## src/rtl/mdu.sv

```systemverilog
// mdu - iterative RV32M multiply/divide unit.
//
// Takes both register-file read values and a destination register, and
// returns a result, the latched destination and a one-cycle write strobe for
// the register file's write port. It has one shared 64-bit accumulator that
// retires one bit per cycle: shift-add for multiply, restoring
// shift-subtract for divide.
//
// Ports
//   clk_i      : clock, rising edge
//   reset      : synchronous, active-high reset
//   start_i    : request, accepted only while busy_o=0
//   op_i       : 0 MUL, 1 MULH, 2 MULHSU, 3 MULHU, 4 DIV, 5 DIVU, 6 REM, 7 REMU
//   a_i, b_i   : rs1 / rs2 operands (sampled only on the accepting edge)
//   rd_addr_i  : destination register
//   busy_o     : high while the unit is not idle
//   valid_o    : one-cycle result strobe (rf we3_i)
//   result_o   : result (rf wd3_i), holds until the next accepted start
//   rd_addr_o  : latched destination (rf a3_i)
module mdu #(
    parameter int XLEN = 32
) (
    input  logic            clk_i,
    input  logic            reset,
    input  logic            start_i,
    input  logic [2:0]      op_i,
    input  logic [XLEN-1:0] a_i,
    input  logic [XLEN-1:0] b_i,
    input  logic [4:0]      rd_addr_i,
    output logic            busy_o,
    output logic            valid_o,
    output logic [XLEN-1:0] result_o,
    output logic [4:0]      rd_addr_o
);

    typedef enum logic [1:0] {IDLE, CALC, FIX, DONE} state_t;

    localparam logic [2:0] OP_MUL    = 3'd0;
    localparam logic [2:0] OP_MULH   = 3'd1;
    localparam logic [2:0] OP_MULHSU = 3'd2;
    localparam logic [2:0] OP_MULHU  = 3'd3;
    localparam logic [2:0] OP_DIV    = 3'd4;
    localparam logic [2:0] OP_DIVU   = 3'd5;
    localparam logic [2:0] OP_REM    = 3'd6;
    localparam logic [2:0] OP_REMU   = 3'd7;

    state_t            state_q;
    logic [2:0]        op_q;
    logic [4:0]        rd_q;
    logic [5:0]        cnt_q;
    logic              neg_q;     // result sign to apply in FIX
    logic [XLEN-1:0]   bmag_q;    // multiplicand or divisor magnitude
    logic [2*XLEN-1:0] acc_q;     // {hi/rem, lo/quot}
    logic [XLEN-1:0]   result_q;
    logic              valid_q;

    // ---------------- request decode (IDLE) ----------------
    logic            a_sgn, b_sgn, neg_d, special_d;
    logic [XLEN-1:0] a_mag, b_mag, special_res;

    always_comb begin
        a_sgn = a_i[XLEN-1] & ((op_i == OP_MULH) || (op_i == OP_MULHSU) ||
                               (op_i == OP_DIV)  || (op_i == OP_REM));
        b_sgn = b_i[XLEN-1] & ((op_i == OP_MULH) || (op_i == OP_DIV) ||
                               (op_i == OP_REM));
        a_mag = a_sgn ? -a_i : a_i;
        b_mag = b_sgn ? -b_i : b_i;
        // Remainder takes the dividend's sign; everything else the xor.
        neg_d = (op_i == OP_REM) ? a_sgn : (a_sgn ^ b_sgn);

        special_d   = 1'b0;
        special_res = '0;
        if (op_i[2] && (b_i == '0)) begin
            special_d   = 1'b1;
            special_res = op_i[1] ? a_i : '1;           // REM*: dividend, DIV*: all ones
        end else if (((op_i == OP_DIV) || (op_i == OP_REM)) &&
                     (a_i == {1'b1, {(XLEN-1){1'b0}}}) && (b_i == '1)) begin
            special_d   = 1'b1;
            special_res = op_i[1] ? '0 : a_i;           // REM: 0, DIV: most-negative
        end
    end

    // ---------------- one iteration step (CALC) ----------------
    logic [XLEN:0]     mul_sum, rem_sh;
    logic              rem_ge;
    logic [2*XLEN-1:0] acc_d;

    always_comb begin
        // Multiply: add multiplicand into the upper half when the LSB of the
        // multiplier (low half) is set, then shift right with the carry in.
        mul_sum = {1'b0, acc_q[2*XLEN-1:XLEN]} + {1'b0, bmag_q};
        // Divide: the shifted partial remainder is one bit wider than XLEN.
        rem_sh  = acc_q[2*XLEN-1:XLEN-1];
        rem_ge  = rem_sh >= {1'b0, bmag_q};
        acc_d   = '0;
        if (!op_q[2]) begin
            acc_d = acc_q[0] ? {mul_sum, acc_q[XLEN-1:1]}
                             : {1'b0, acc_q[2*XLEN-1:1]};
        end else begin
            // rem_sh < 2*divisor, so the difference always fits in XLEN bits.
            acc_d = rem_ge ? {rem_sh[XLEN-1:0] - bmag_q, acc_q[XLEN-2:0], 1'b1}
                           : {acc_q[2*XLEN-2:0], 1'b0};
        end
    end

    // ---------------- sign fix and output select (FIX) ----------------
    logic [2*XLEN-1:0] prod_fix;
    logic [XLEN-1:0]   quot_fix, rem_fix, result_d;

    always_comb begin
        prod_fix = neg_q ? -acc_q : acc_q;
        quot_fix = neg_q ? -acc_q[XLEN-1:0] : acc_q[XLEN-1:0];
        rem_fix  = neg_q ? -acc_q[2*XLEN-1:XLEN] : acc_q[2*XLEN-1:XLEN];
        case (op_q)
            OP_MUL:                       result_d = prod_fix[XLEN-1:0];
            OP_MULH, OP_MULHSU, OP_MULHU: result_d = prod_fix[2*XLEN-1:XLEN];
            OP_DIV, OP_DIVU:              result_d = quot_fix;
            default:                      result_d = rem_fix;
        endcase
    end

    // ---------------- control FSM ----------------
    always_ff @(posedge clk_i) begin
        if (reset) begin
            state_q  <= IDLE;
            op_q     <= '0;
            rd_q     <= '0;
            cnt_q    <= '0;
            neg_q    <= 1'b0;
            bmag_q   <= '0;
            acc_q    <= '0;
            result_q <= '0;
            valid_q  <= 1'b0;
        end else begin
            case (state_q)
                IDLE: begin
                    valid_q <= 1'b0;
                    if (start_i) begin
                        op_q   <= op_i;
                        rd_q   <= rd_addr_i;
                        neg_q  <= neg_d;
                        bmag_q <= b_mag;
                        acc_q  <= {{XLEN{1'b0}}, a_mag};
                        cnt_q  <= '0;
                        if (special_d) begin
                            result_q <= special_res;
                            valid_q  <= 1'b1;
                            state_q  <= DONE;
                        end else begin
                            state_q  <= CALC;
                        end
                    end
                end
                CALC: begin
                    acc_q <= acc_d;
                    cnt_q <= cnt_q + 6'd1;
                    if (cnt_q == 6'd31) state_q <= FIX;
                end
                FIX: begin
                    result_q <= result_d;
                    valid_q  <= 1'b1;
                    state_q  <= DONE;
                end
                default: begin  // DONE
                    valid_q <= 1'b0;
                    state_q <= IDLE;
                end
            endcase
        end
    end

    assign busy_o    = (state_q != IDLE);
    assign valid_o   = valid_q;
    assign result_o  = result_q;
    assign rd_addr_o = rd_q;

endmodule

```

## config.mk

```make
export PLATFORM = sky130hd
export DESIGN_NAME = mdu
export DESIGN_NICKNAME = d
export VERILOG_FILES = /design/src/rtl/mdu.sv
export SDC_FILE = /design/constraint.sdc
export NUM_CORES = 1
export LEC_CHECK = 0
export BUFFER_PORTS_ARGS = -buffer_cell sky130_fd_sc_hd__buf_2
export CAP_MARGIN = 20
export CELL_PAD_IN_SITES_DETAIL_PLACEMENT = 1
export CELL_PAD_IN_SITES_GLOBAL_PLACEMENT = 2
export CORE_ASPECT_RATIO = 1.1
export CORE_UTILIZATION = 39
export DETAILED_ROUTE_END_ITERATION = 10
export PLACE_DENSITY = 0.95
export RECOVER_POWER = 100
export SLEW_MARGIN = 20
export SYNTH_ARGS = -nofsm -noshare
export SYNTH_HDL_FRONTEND = slang
export SYNTH_SLANG_ARGS = --single-unit
```

## constraint.sdc

```tcl
create_clock -name clk_i -period 9.5 [get_ports clk_i]
set_input_delay 0 -clock clk_i [delete_from_list [all_inputs] [get_ports clk_i]]
set_output_delay 0 -clock clk_i [all_outputs]
set_load 0.01 [all_outputs]
```

==> results.ini <==
[outcome]
status = finished, violations left
violations = capacitance limit, slew limit

[power_and_ir_drop]
p_leak_nw = 6.12
powerDensity_mw_per_mm2 = 238
ir_drop_uv = 188

[sta]
rsz0062_at_grt = no
fin_ws_ns = 3.65
min_period_ns = 5.85
worstMarginPinSlew_ns = 3.39
min_period_over_period_pct = 61.6
setup_tns_ns = 0
hold_viol = 0
fmax_mhz = 171
setup_viol = 0
slew_violations = 320
slew_headroom_pct = -126
skew_ns = 0.0124

[clocking]
clockBufferDepth = 2
clk_pin_slew_ns = 0.07
post-cts-setup-buffers = 0
tritoncts = built
worstSkewPairLatency_ns = 0.46
clock-sinks = 146
cts_root_buffer = clkbuf_16
cts_buffers = 17
cts.htree.levels = 4

[detailed_routing]
dr.pass1.iters = 6
wl_um = 64900
vias = 16720
avgViaCountPerCell = 6.35
avgRoutedWirePerCell_um = 24.7
drc_errors = 0
drt_iter0_drc = 1383
postRouteAntennaNets = 0

[critical_path]
regToRegSetupSlack_ns = 4.27
max_stage_delay_ns = 2.42
crit_arrival_ns = 6.17
r2r-end = acc_q[60]
critPathMaxFanout = 53
r2r.worst_path.cells = 9
path_cells = dlygate4sd3_1 -> clkbuf_1 -> clkbuf_1 -> nor2_1 -> a32o_1 -> a31oi_1 -> o21ai_0
r2r_start = state_q[0]
worstSetupPathType = in -> reg
critPathCaptureType = flip-flop
cpMostUsedCell = clkbuf_1
cp-start-kind = input pin
required_ns = 9.82
critPathSlowestCell = clkbuf_1

[placed_design]
dp_slack_ns = 5.40
gp_congestion = 0.951
io_buffers = 113
post-dp-hpwl_um = 48200

[synth]
synthDistinctLibCells = 94
synth_edf_count = 0
yosysWarnings = 0
syn_inst = 2083
async_flop_share_pct = 0
synth_area_leaders = dfxtp_1, ha_1, nand2_1
netlist_area_mm2 = 0.0150
synth_flop_cell = dfxtp_1
ys_ff_latch = 146
synth_top_area_share_pct = 19.5
synthesis.nets = 2234
synth_seq_area_share_pct = 19.5
avgSynthCellArea_um2 = 7.21
synth_top_area_cell = dfxtp_1

[job]
drv_cap = 7

[global_route]
grt.overflow.total = 0
grt_pass1_wl_um = 101000
grt_pass1_vias = 16862
antenna_found_initial = 0
grt_max_degree = 68
grt_use_total_pct = 32.9

[finish]
finalNetCount = 2271
drive_gt1_share_pct = 8.68
antenna_cells = 0
area_growth_syn_to_layout_pct = 10.6
mostFrequentLayoutCells = nand2_1, nor2_1, a21oi_1, dfxtp_1, o21ai_0
fill_cells = 4895
mostFrequentLayoutCell = nand2_1

[floorplanning]
die_h_um = 208
start_util_pct = 39.5
fp.dieW_um = 189
die-area_mm2 = 0.0393
row_count = 75
ios = 114
coreArea_mm2 = 0.0380

[hold_path]
holdPathEnd = bmag_q[9]
worstHoldStart = b_i[9]
hold_path.class = in -> reg
hold_depth = 3

## what timing repair did
item / 4_1_cts / 5_1_grt
hold endpoints to repair: 38 / 0
endpoints found under the setup margin: 0 / 0
resized for setup: 0 / 0
hold buffers: 36 / 0
## layer usage
metal	routed length, µm	up-vias	part of all wire (%)	GRT usage [%]
li1	-	7690	-	-
met1	28300	8228	44	44.0
met2	29600	666	46	52.4
met3	4850	136	7.5	5.44
met4	2180	0	3.4	12.8
met5	0	-	0	0
## stage by stage
stage                     instances  utilization, %  hold slack (ns)  power (mW)  area (µm²)
after floorplan                2083               -            0.136        2.48       15000
after global placement         2565            41.5            0.240        3.13       15800
after detailed placement       2565            41.5            0.247        3.18       15800
after CTS                      2632            44.0          0.00149        3.90       16700
after global routing           2632            43.7           0.0448        4.17       16600
final                          2632            43.7          0.00577        3.95       16600
## kinds of logic after synthesis
logic type / Yosys count / synth area share (%)
AOI/OAI and AO/OA: 669 / 29.4
xor gates and xnor gates: 173 / 10.1
adders and majority gates: 76 / 6.43
buffers and inverters: 230 / 6.24
DFF: 146 / 19.5
muxes: 62 / 4.23
and+or+nand+nor: 727 / 24.1
## worst max-delay path: cells and delay by family
| family | cells | cell delay [ns] |
|---|---|---|
| AND/OR/NAND/NOR | 1 | 1.98 |
| AO/OA/AOI/OAI | 3 | 1.01 |
| buffers and inverters | 3 | 3.14 |
## where the power goes
part           internal (mW)  switching (mW)  total (mW)  leakage (nW)
Clock                  0.393           0.308       0.701         0.277
Combinational          0.791            1.46        2.26          4.65
Sequential             0.739           0.259       0.997          1.19
Total                   1.92            2.03        3.95          6.12
## state kept, by name (all words and copies together), names as in the netlist
| name | count |
|---|---|
| result_o | 32 |
| cnt_q | 6 |
| rd_addr_o | 5 |
| valid_o | 1 |
| acc_q | 64 |
| bmag_q | 32 |
| neg_q | 1 |
| state_q | 2 |
| op_q | 3 |
## Yosys cell counts, types with 6 or more instances
master	instances
o21ai_1	11
a31oi_1	20
and2_1	10
o41ai_1	18
buf_2	20
xor2_1	85
nor3_1	63
and3_1	13
o31ai_1	35
ha_1	74
o22a_1	6
a211oi_1	56
a21o_1	20
o21a_1	14
o21bai_1	6
a221oi_1	10
a22oi_1	10
a221o_1	7
buf_1	7
dfxtp_1	146
nor2b_1	13
o211ai_1	51
mux2_2	8
nand2b_1	26
or3_1	14
nand2_1	234
inv_1	70
a311oi_1	19
nor2_1	212
or4_1	9
o21ai_0	137
o22ai_1	18
a21oi_1	164
o221ai_1	13
nor4_4	9
nand3_1	38
nor4_1	11
nand4_1	29
a41oi_1	6
or2_2	6
xnor2_1	88
clkbuf_1	123
mux2i_1	53
## worst max path at each step
stage / slack, ns / cells after the start / start / endpoint
global placement: 5.47 / 10 / acc_q[41] / acc_q[51]
CTS: 5.38 / 10 / acc_q[41] / acc_q[51]
finish: 3.65 / 7 / reset / acc_q[46]
global route: 3.47 / 7 / reset / acc_q[46]
floorplan: 6.35 / 13 / acc_q[0] / result_o[24]
detailed placement: 5.40 / 10 / acc_q[41] / acc_q[51]
## final cells by class
type / instances / area (µm²) / area share (%)
multi-input cells: 1707 / 11100 / 67.1
flip-flops and latches: 146 / 2930 / 17.6
repair buffers: 177 / 1070 / 6.42
well taps: 500 / 626 / 3.77
clock buffers: 23 / 498 / 3.00
inverters: 71 / 267 / 1.61
clock inverters: 8 / 76.3 / 0.460
No activity file was read; power rests on OpenSTA's default activity.
